<file path="src/rtl/oscope_capture_reader_if.sv">
// Valid/ready byte stream from the capture reader to the host-link side.
// The master drives data/valid/last; the slave drives ready.
interface oscope_capture_reader_if #(
    parameter int DW = 8
);
    logic [DW-1:0] m_data;
    logic          m_valid;
    logic          m_ready;
    logic          m_last;

    modport master (
        output m_data,
        output m_valid,
        output m_last,
        input  m_ready
    );

    modport slave (
        input  m_data,
        input  m_valid,
        input  m_last,
        output m_ready
    );
endinterface

</file>
<file path="src/rtl/oscope_capture_reader.sv">
// Capture readout: after a capture, drains DLEN samples from the sample
// FIFO and streams a trigger-status header followed by the samples.
module oscope_capture_reader #(
    parameter int DLEN = 1000,
    parameter int DW   = 8
) (
    input  logic                     clk,
    input  logic                     rst,
    input  logic                     start_i,
    input  logic                     abort_i,
    input  logic                     trigger_flag_i,
    input  logic                     fifo_empty_i,
    input  logic [DW-1:0]            fifo_rdata_i,
    output logic                     fifo_rd_o,
    oscope_capture_reader_if.master  m,
    output logic                     busy_o,
    output logic                     done_o
);
    localparam int CW = (DLEN > 1) ? $clog2(DLEN) : 1;
    localparam logic [CW-1:0] LAST_IDX = CW'(DLEN - 1);

    localparam logic [2:0] S_IDLE  = 3'd0;
    localparam logic [2:0] S_HDR   = 3'd1;
    localparam logic [2:0] S_FETCH = 3'd2;
    localparam logic [2:0] S_LOAD  = 3'd3;
    localparam logic [2:0] S_SEND  = 3'd4;

    logic [2:0]    state_q, state_d;
    logic [CW-1:0] cnt_q,   cnt_d;
    logic          trig_q,  trig_d;
    logic [DW-1:0] data_q,  data_d;
    logic          valid_q, valid_d;
    logic          last_q,  last_d;
    logic          done_q,  done_d;
    logic          hs;

    assign hs = valid_q && m.m_ready;

    // Next-state logic; abort from any active state returns straight to idle
    always_comb begin
        state_d = state_q;
        cnt_d   = cnt_q;
        trig_d  = trig_q;
        data_d  = data_q;
        valid_d = valid_q;
        last_d  = last_q;
        done_d  = 1'b0;
        if (state_q != S_IDLE && abort_i) begin
            state_d = S_IDLE;
            valid_d = 1'b0;
            last_d  = 1'b0;
        end else begin
            unique case (state_q)
                S_IDLE: begin
                    if (start_i && !abort_i) begin
                        state_d = S_HDR;
                        trig_d  = trigger_flag_i;
                        cnt_d   = '0;
                        valid_d = 1'b1;
                        last_d  = 1'b0;
                        data_d  = {{(DW-1){1'b1}}, trigger_flag_i};
                    end
                end
                S_HDR: begin
                    data_d = {{(DW-1){1'b1}}, trig_q};
                    if (hs) begin
                        state_d = S_FETCH;
                        valid_d = 1'b0;
                    end
                end
                S_FETCH: begin
                    if (!fifo_empty_i) begin
                        state_d = S_LOAD;
                    end
                end
                S_LOAD: begin
                    data_d  = fifo_rdata_i;
                    valid_d = 1'b1;
                    last_d  = (cnt_q == LAST_IDX);
                    state_d = S_SEND;
                end
                S_SEND: begin
                    if (hs) begin
                        valid_d = 1'b0;
                        last_d  = 1'b0;
                        if (last_q) begin
                            state_d = S_IDLE;
                            done_d  = 1'b1;
                        end else begin
                            cnt_d   = cnt_q + 1'b1;
                            state_d = S_FETCH;
                        end
                    end
                end
                default: begin
                    state_d = S_IDLE;
                    valid_d = 1'b0;
                    last_d  = 1'b0;
                end
            endcase
        end
    end

    // State and registered stream outputs
    always_ff @(posedge clk or posedge rst) begin
        if (rst) begin
            state_q <= S_IDLE;
            cnt_q   <= '0;
            trig_q  <= 1'b0;
            data_q  <= '0;
            valid_q <= 1'b0;
            last_q  <= 1'b0;
            done_q  <= 1'b0;
        end else begin
            state_q <= state_d;
            cnt_q   <= cnt_d;
            trig_q  <= trig_d;
            data_q  <= data_d;
            valid_q <= valid_d;
            last_q  <= last_d;
            done_q  <= done_d;
        end
    end

    // Read strobe is suppressed on abort so no FIFO word is lost silently
    assign fifo_rd_o = (state_q == S_FETCH) && !fifo_empty_i && !abort_i;
    assign busy_o    = (state_q != S_IDLE);
    assign done_o    = done_q;
    assign m.m_data  = data_q;
    assign m.m_valid = valid_q;
    assign m.m_last  = last_q;
endmodule

</file>
<file path="src/flat_wrapper.sv">
// flat-port wrapper written by rule: the top's interface ports become plain ports
module oscope_capture_reader_flat 
#(
    parameter int DLEN = 1000,
    parameter int DW   = 8
)
  (clk, rst, start_i, abort_i, trigger_flag_i, fifo_empty_i, fifo_rdata_i, fifo_rd_o, busy_o, done_o, m_m_data, m_m_valid, m_m_last, m_m_ready);
  oscope_capture_reader_if #(.DW(DW)) m_i ();
  input  logic clk;
  input  logic rst;
  input  logic start_i;
  input  logic abort_i;
  input  logic trigger_flag_i;
  input  logic fifo_empty_i;
  input  logic [DW-1:0] fifo_rdata_i;
  output logic fifo_rd_o;
  output logic busy_o;
  output logic done_o;
  output wire logic [$bits(m_i.m_data)-1:0] m_m_data;
  output wire logic [$bits(m_i.m_valid)-1:0] m_m_valid;
  output wire logic [$bits(m_i.m_last)-1:0] m_m_last;
  input wire logic [$bits(m_i.m_ready)-1:0] m_m_ready;
  assign m_m_data = m_i.m_data;
  assign m_m_valid = m_i.m_valid;
  assign m_m_last = m_i.m_last;
  assign m_i.m_ready = m_m_ready;
  oscope_capture_reader #(.DLEN(DLEN), .DW(DW)) u_core (.clk(clk), .rst(rst), .start_i(start_i), .abort_i(abort_i), .trigger_flag_i(trigger_flag_i), .fifo_empty_i(fifo_empty_i), .fifo_rdata_i(fifo_rdata_i), .fifo_rd_o(fifo_rd_o), .m(m_i), .busy_o(busy_o), .done_o(done_o));
endmodule
</file>
<file path="config.mk">
export PLATFORM = sky130hd
export DESIGN_NAME = oscope_capture_reader_flat
export DESIGN_NICKNAME = d
export VERILOG_FILES = /design/src/rtl/oscope_capture_reader_if.sv /design/src/rtl/oscope_capture_reader.sv /design/src/flat_wrapper.sv
export SDC_FILE = /design/constraint.sdc
export NUM_CORES = 1
export LEC_CHECK = 0
export CORE_MARGIN = 5
export CORE_UTILIZATION = 40
export DETAILED_ROUTE_END_ITERATION = 6
export GPL_TIMING_DRIVEN = 1
export PLACE_DENSITY = 0.73
export SYNTH_ARGS = -nofsm -noshare
export SYNTH_HDL_FRONTEND = slang
export SYNTH_SLANG_ARGS = --single-unit
</file>
<file path="constraint.sdc">
create_clock -name clk -period 2.6 [get_ports clk]
set_clock_uncertainty 0.05 [all_clocks]
set_input_delay 0.39 -clock clk [delete_from_list [all_inputs] [get_ports clk]]
set_output_delay 0.39 -clock clk [all_outputs]
set_load 0.1 [all_outputs]
</file>
==> summary.md <==
| Metric | Value |
|---|---|
| Slew Limit Headroom | 60.0% |
| Fin crit period | 2.11 ns |
| Utilization after layout | 51.4% |
| Number of vias in the routed layout | about 1300 |
| RePlAce Congestion | 0.811 |
| Die ar. | 4640 um^2 |
| Final net count | 198 |
| Area of the mapped netlist | 1350 um^2 |
| DRT antenna net count | 0 |
| Initial antenna violation count | 0 |
| Worst Setup Start Kind | flop |
| NetSw | 607 uW |
| DRC | 0 |
| Worst R2R End | u_core.cnt_q[8] |
| Deepest clock path buffer count | 2 |
| Top delay family on crit path | simple AND/OR/NAND/NOR gates |
| Die W | 68.1 um |
| Most frequent cell after synthesis | dfrtp_1 |
| Routed wire per std cell | 14.2 um |
| Area share of the largest cell type after synthesis | 46.3% |
| MaxCap Viol Count | 0 |
| Final setup vio count | 0 |
| GRT overflow | 0 |
| Syn avg cell area | ~8.8 um^2 |
| Share of cells above drive strength 1 | 13.8% |
| Vias in the first global route | 1205 |
| Cts hold-fix bufs | 0 |
| CTS tree | done |
| Period utilisation layout | 81.3% |
| Number of DRC markers in iteration 0 | 24 |
| Fmax achieved | 473 MHz |
| Die height | 68.1 um |
| Setup TNS | 0 ns |
| Power per cell area | 731 nW/um^2 |
| Met3 Use GR | 2.13% |
| Clock Pin Slew Worst Setup and Hold Paths | 0.14 ns |
| Core ar. | between 3000 and 4000 um^2 |
| Post-synth EDFFs | 0 |
| Setup CP Type | flop to flop |
| Postcts setup bufs | 0 |
| Asr flop ratio synth | 100% |
| Top post-synthesis cells by area | dfrtp_1 46%, nand2_1 5.3%, o21ai_0 4.8% |
| M2 GR Usage | 26.6% |
| Syn nets | 170 |
| Met1 usage | 18.5% |
| Sw Ratio | 48.8% |
| Pint | 636 uW |
| Cell Rows | 21 |
| Post-CTS Resized | 0 |
| 1st-pass router iterations | 4 |
| Clock power frac | between 10% and 20% |
| CTS HTree Levels | 1 |
| CP max-delay cell | dfrtp_1 |
| Post-synthesis sequential area ratio | 46.3% |
| Unrepaired setup endpoints after global routing | no |
| Tot GR Track Use | between 10% and 20% |
| Top FF cell, synth | dfrtp_1 |
| Most frequent cells after synthesis | 25 x dfrtp_1, 19 x nand2_1, 17 x nor2_1 |
| Final Hold Slack | 0.355 ns |
| Final hold viol count | 0 |
| CP Capture Type | flop |
| CP max stage delay | 0.56 ns |
| Reg2reg setup slack | 0.49 ns |
| Initial Util | 40.8% |
| Critical path buffer and inverter count | 0 |
| Worst path arrival time | 2.31 ns |
| Worst VDD drop | between 150 and 200 uV |
| Largest net degree at the start of global routing | 26 |
| Post-synthesis cell type count | 42 |
| Vias per inst | 5.52 |
| CP required | ~2.8 ns |
| Leak | 0.713 nW |
| GRT busiest layer | met2 |
| Min-delay worst type | input port to async pin |
| R2R cell count | 4 |
| FF+latch count, synth | 25 |
| Synth Instances | 154 |
| DRT Wirelength | ~3.2 mm |
| YS warnings | 0 |
| Diode count | 0 |
| Combinational fraction of design power | 47.1% |
| First-pass GRT wire length | 5.28 mm |
| P&R area growth vs syn | 26.0% |
| CTS buffer count | 3 |
| Leading area contributor after synthesis | dfrtp_1 |
| Status | finished clean |
| Max Transition Viols Final | 0 |
| Worst reg2reg startpoint | u_core.state_q[0] |
| CTS Sinks | 25 |
| Post-DP HPWL | about 2.4 mm |
| Root buf cell | clkbuf_4 |
| CP max FO | 15 |
| IO buf count | 27 |
| Sequential share of power | between 30% and 40% |
| Count of boundary I/O pins | 28 |
| Worst path cell trace | or3_4, a21o_1, or4_1, a21oi_1 |
| Clk_lat worst skew | 0.32 ns |
| Slew @ Worst Pin | 0.585 ns |
## per-layer routing
layer  part of all wire, %  routed length (um)
met4                   1.4                  46
met3                   7.9                 253
met1                    44                1410
met2                    47                1510
met5                     0                   0
## kinds of logic after synthesis
group / count (synthesis) / synth area share (%)
and+or+nand+nor: 69 / 25.9
AOI/OAI and AO/OA: 41 / 20.1
DFF: 25 / 46.3
buffers and inverters: 14 / 3.99
xor gates and xnor gates: 2 / 1.30
muxes: 2 / 1.48
adders and majority gates: 1 / 0.927
## cell usage in the layout (no fill, tap or decap), types with 2 or more instances in the layout
cell type	netlist	final
inv_1	5	5
clkbuf_4	0	3
nor2_1	17	17
dfrtp_1	25	25
or4_1	3	3
o211ai_1	2	2
a21oi_1	8	8
or3_1	3	3
nand2_1	19	19
xnor2_1	2	2
mux2i_1	2	2
a21o_1	2	2
a211oi_1	2	2
nor3_1	2	2
nand3_1	7	7
buf_4	0	17
o21ai_0	13	13
nand2b_1	8	8
o31ai_1	2	2
a2111oi_0	2	2
clkdlybuf4s50_1	0	14
## power by group through the flow
stage               combinational (mW)  sequential, mW  clock (mW)
floorplan                        0.174           0.758           0
global placement                 0.581           0.487           0
detailed placement               0.588           0.492           0
CTS                              0.589           0.484       0.183
global route                     0.616           0.491       0.201
finish                           0.586           0.483       0.174
## through the flow
| step | power, mW | instances | cell area [um^2] | setup WS (ns) |
|---|---|---|---|---|
| after detailed placement | 1.08 | 223 | 1680 | 0.324 |
| after CTS | 1.26 | 227 | 1700 | 0.489 |
| after global routing | 1.31 | 227 | 1700 | 0.375 |
| after global placement | 1.07 | 223 | 1680 | 0.377 |
| after floorplan | 0.932 | 154 | 1370 | 0.243 |
| final | 1.24 | 227 | 1700 | 0.487 |
## layout make-up
class | count | area, um^2
multi-input cells | 115 | 686
inverters | 5 | 18.8
clock buffers | 4 | 26.3
fillers | 338 | 1610
well taps | 46 | 57.6
flip-flops and latches | 25 | 626
repair buffers | 32 | 288
## tightest hold or removal path, delay by kind of cell
kind	cells	cell delay [ns]
buf+inv	3	0.75
## sequential cells by signal, indices dropped and copies added, names as in the netlist
signal            count
u_core.state_q        3
u_core.trig_q         1
u_core.done_o         1
u_core.cnt_q         10
u_core.m.m_data       8
u_core.m.m_valid      1
u_core.m.m_last       1
## worst max-delay path by stage
stage,startpoint,endpoint,cells after the start
finish,u_core.state_q[0],u_core.cnt_q[8],4
global route,u_core.state_q[0],u_core.cnt_q[8],4
CTS,u_core.state_q[0],u_core.cnt_q[8],4
detailed placement,abort_i,u_core.cnt_q[8],5
global placement,abort_i,u_core.cnt_q[8],5
floorplan,u_core.m.m_valid,u_core.cnt_q[4],5
Power figures use the tool's default switching activity.
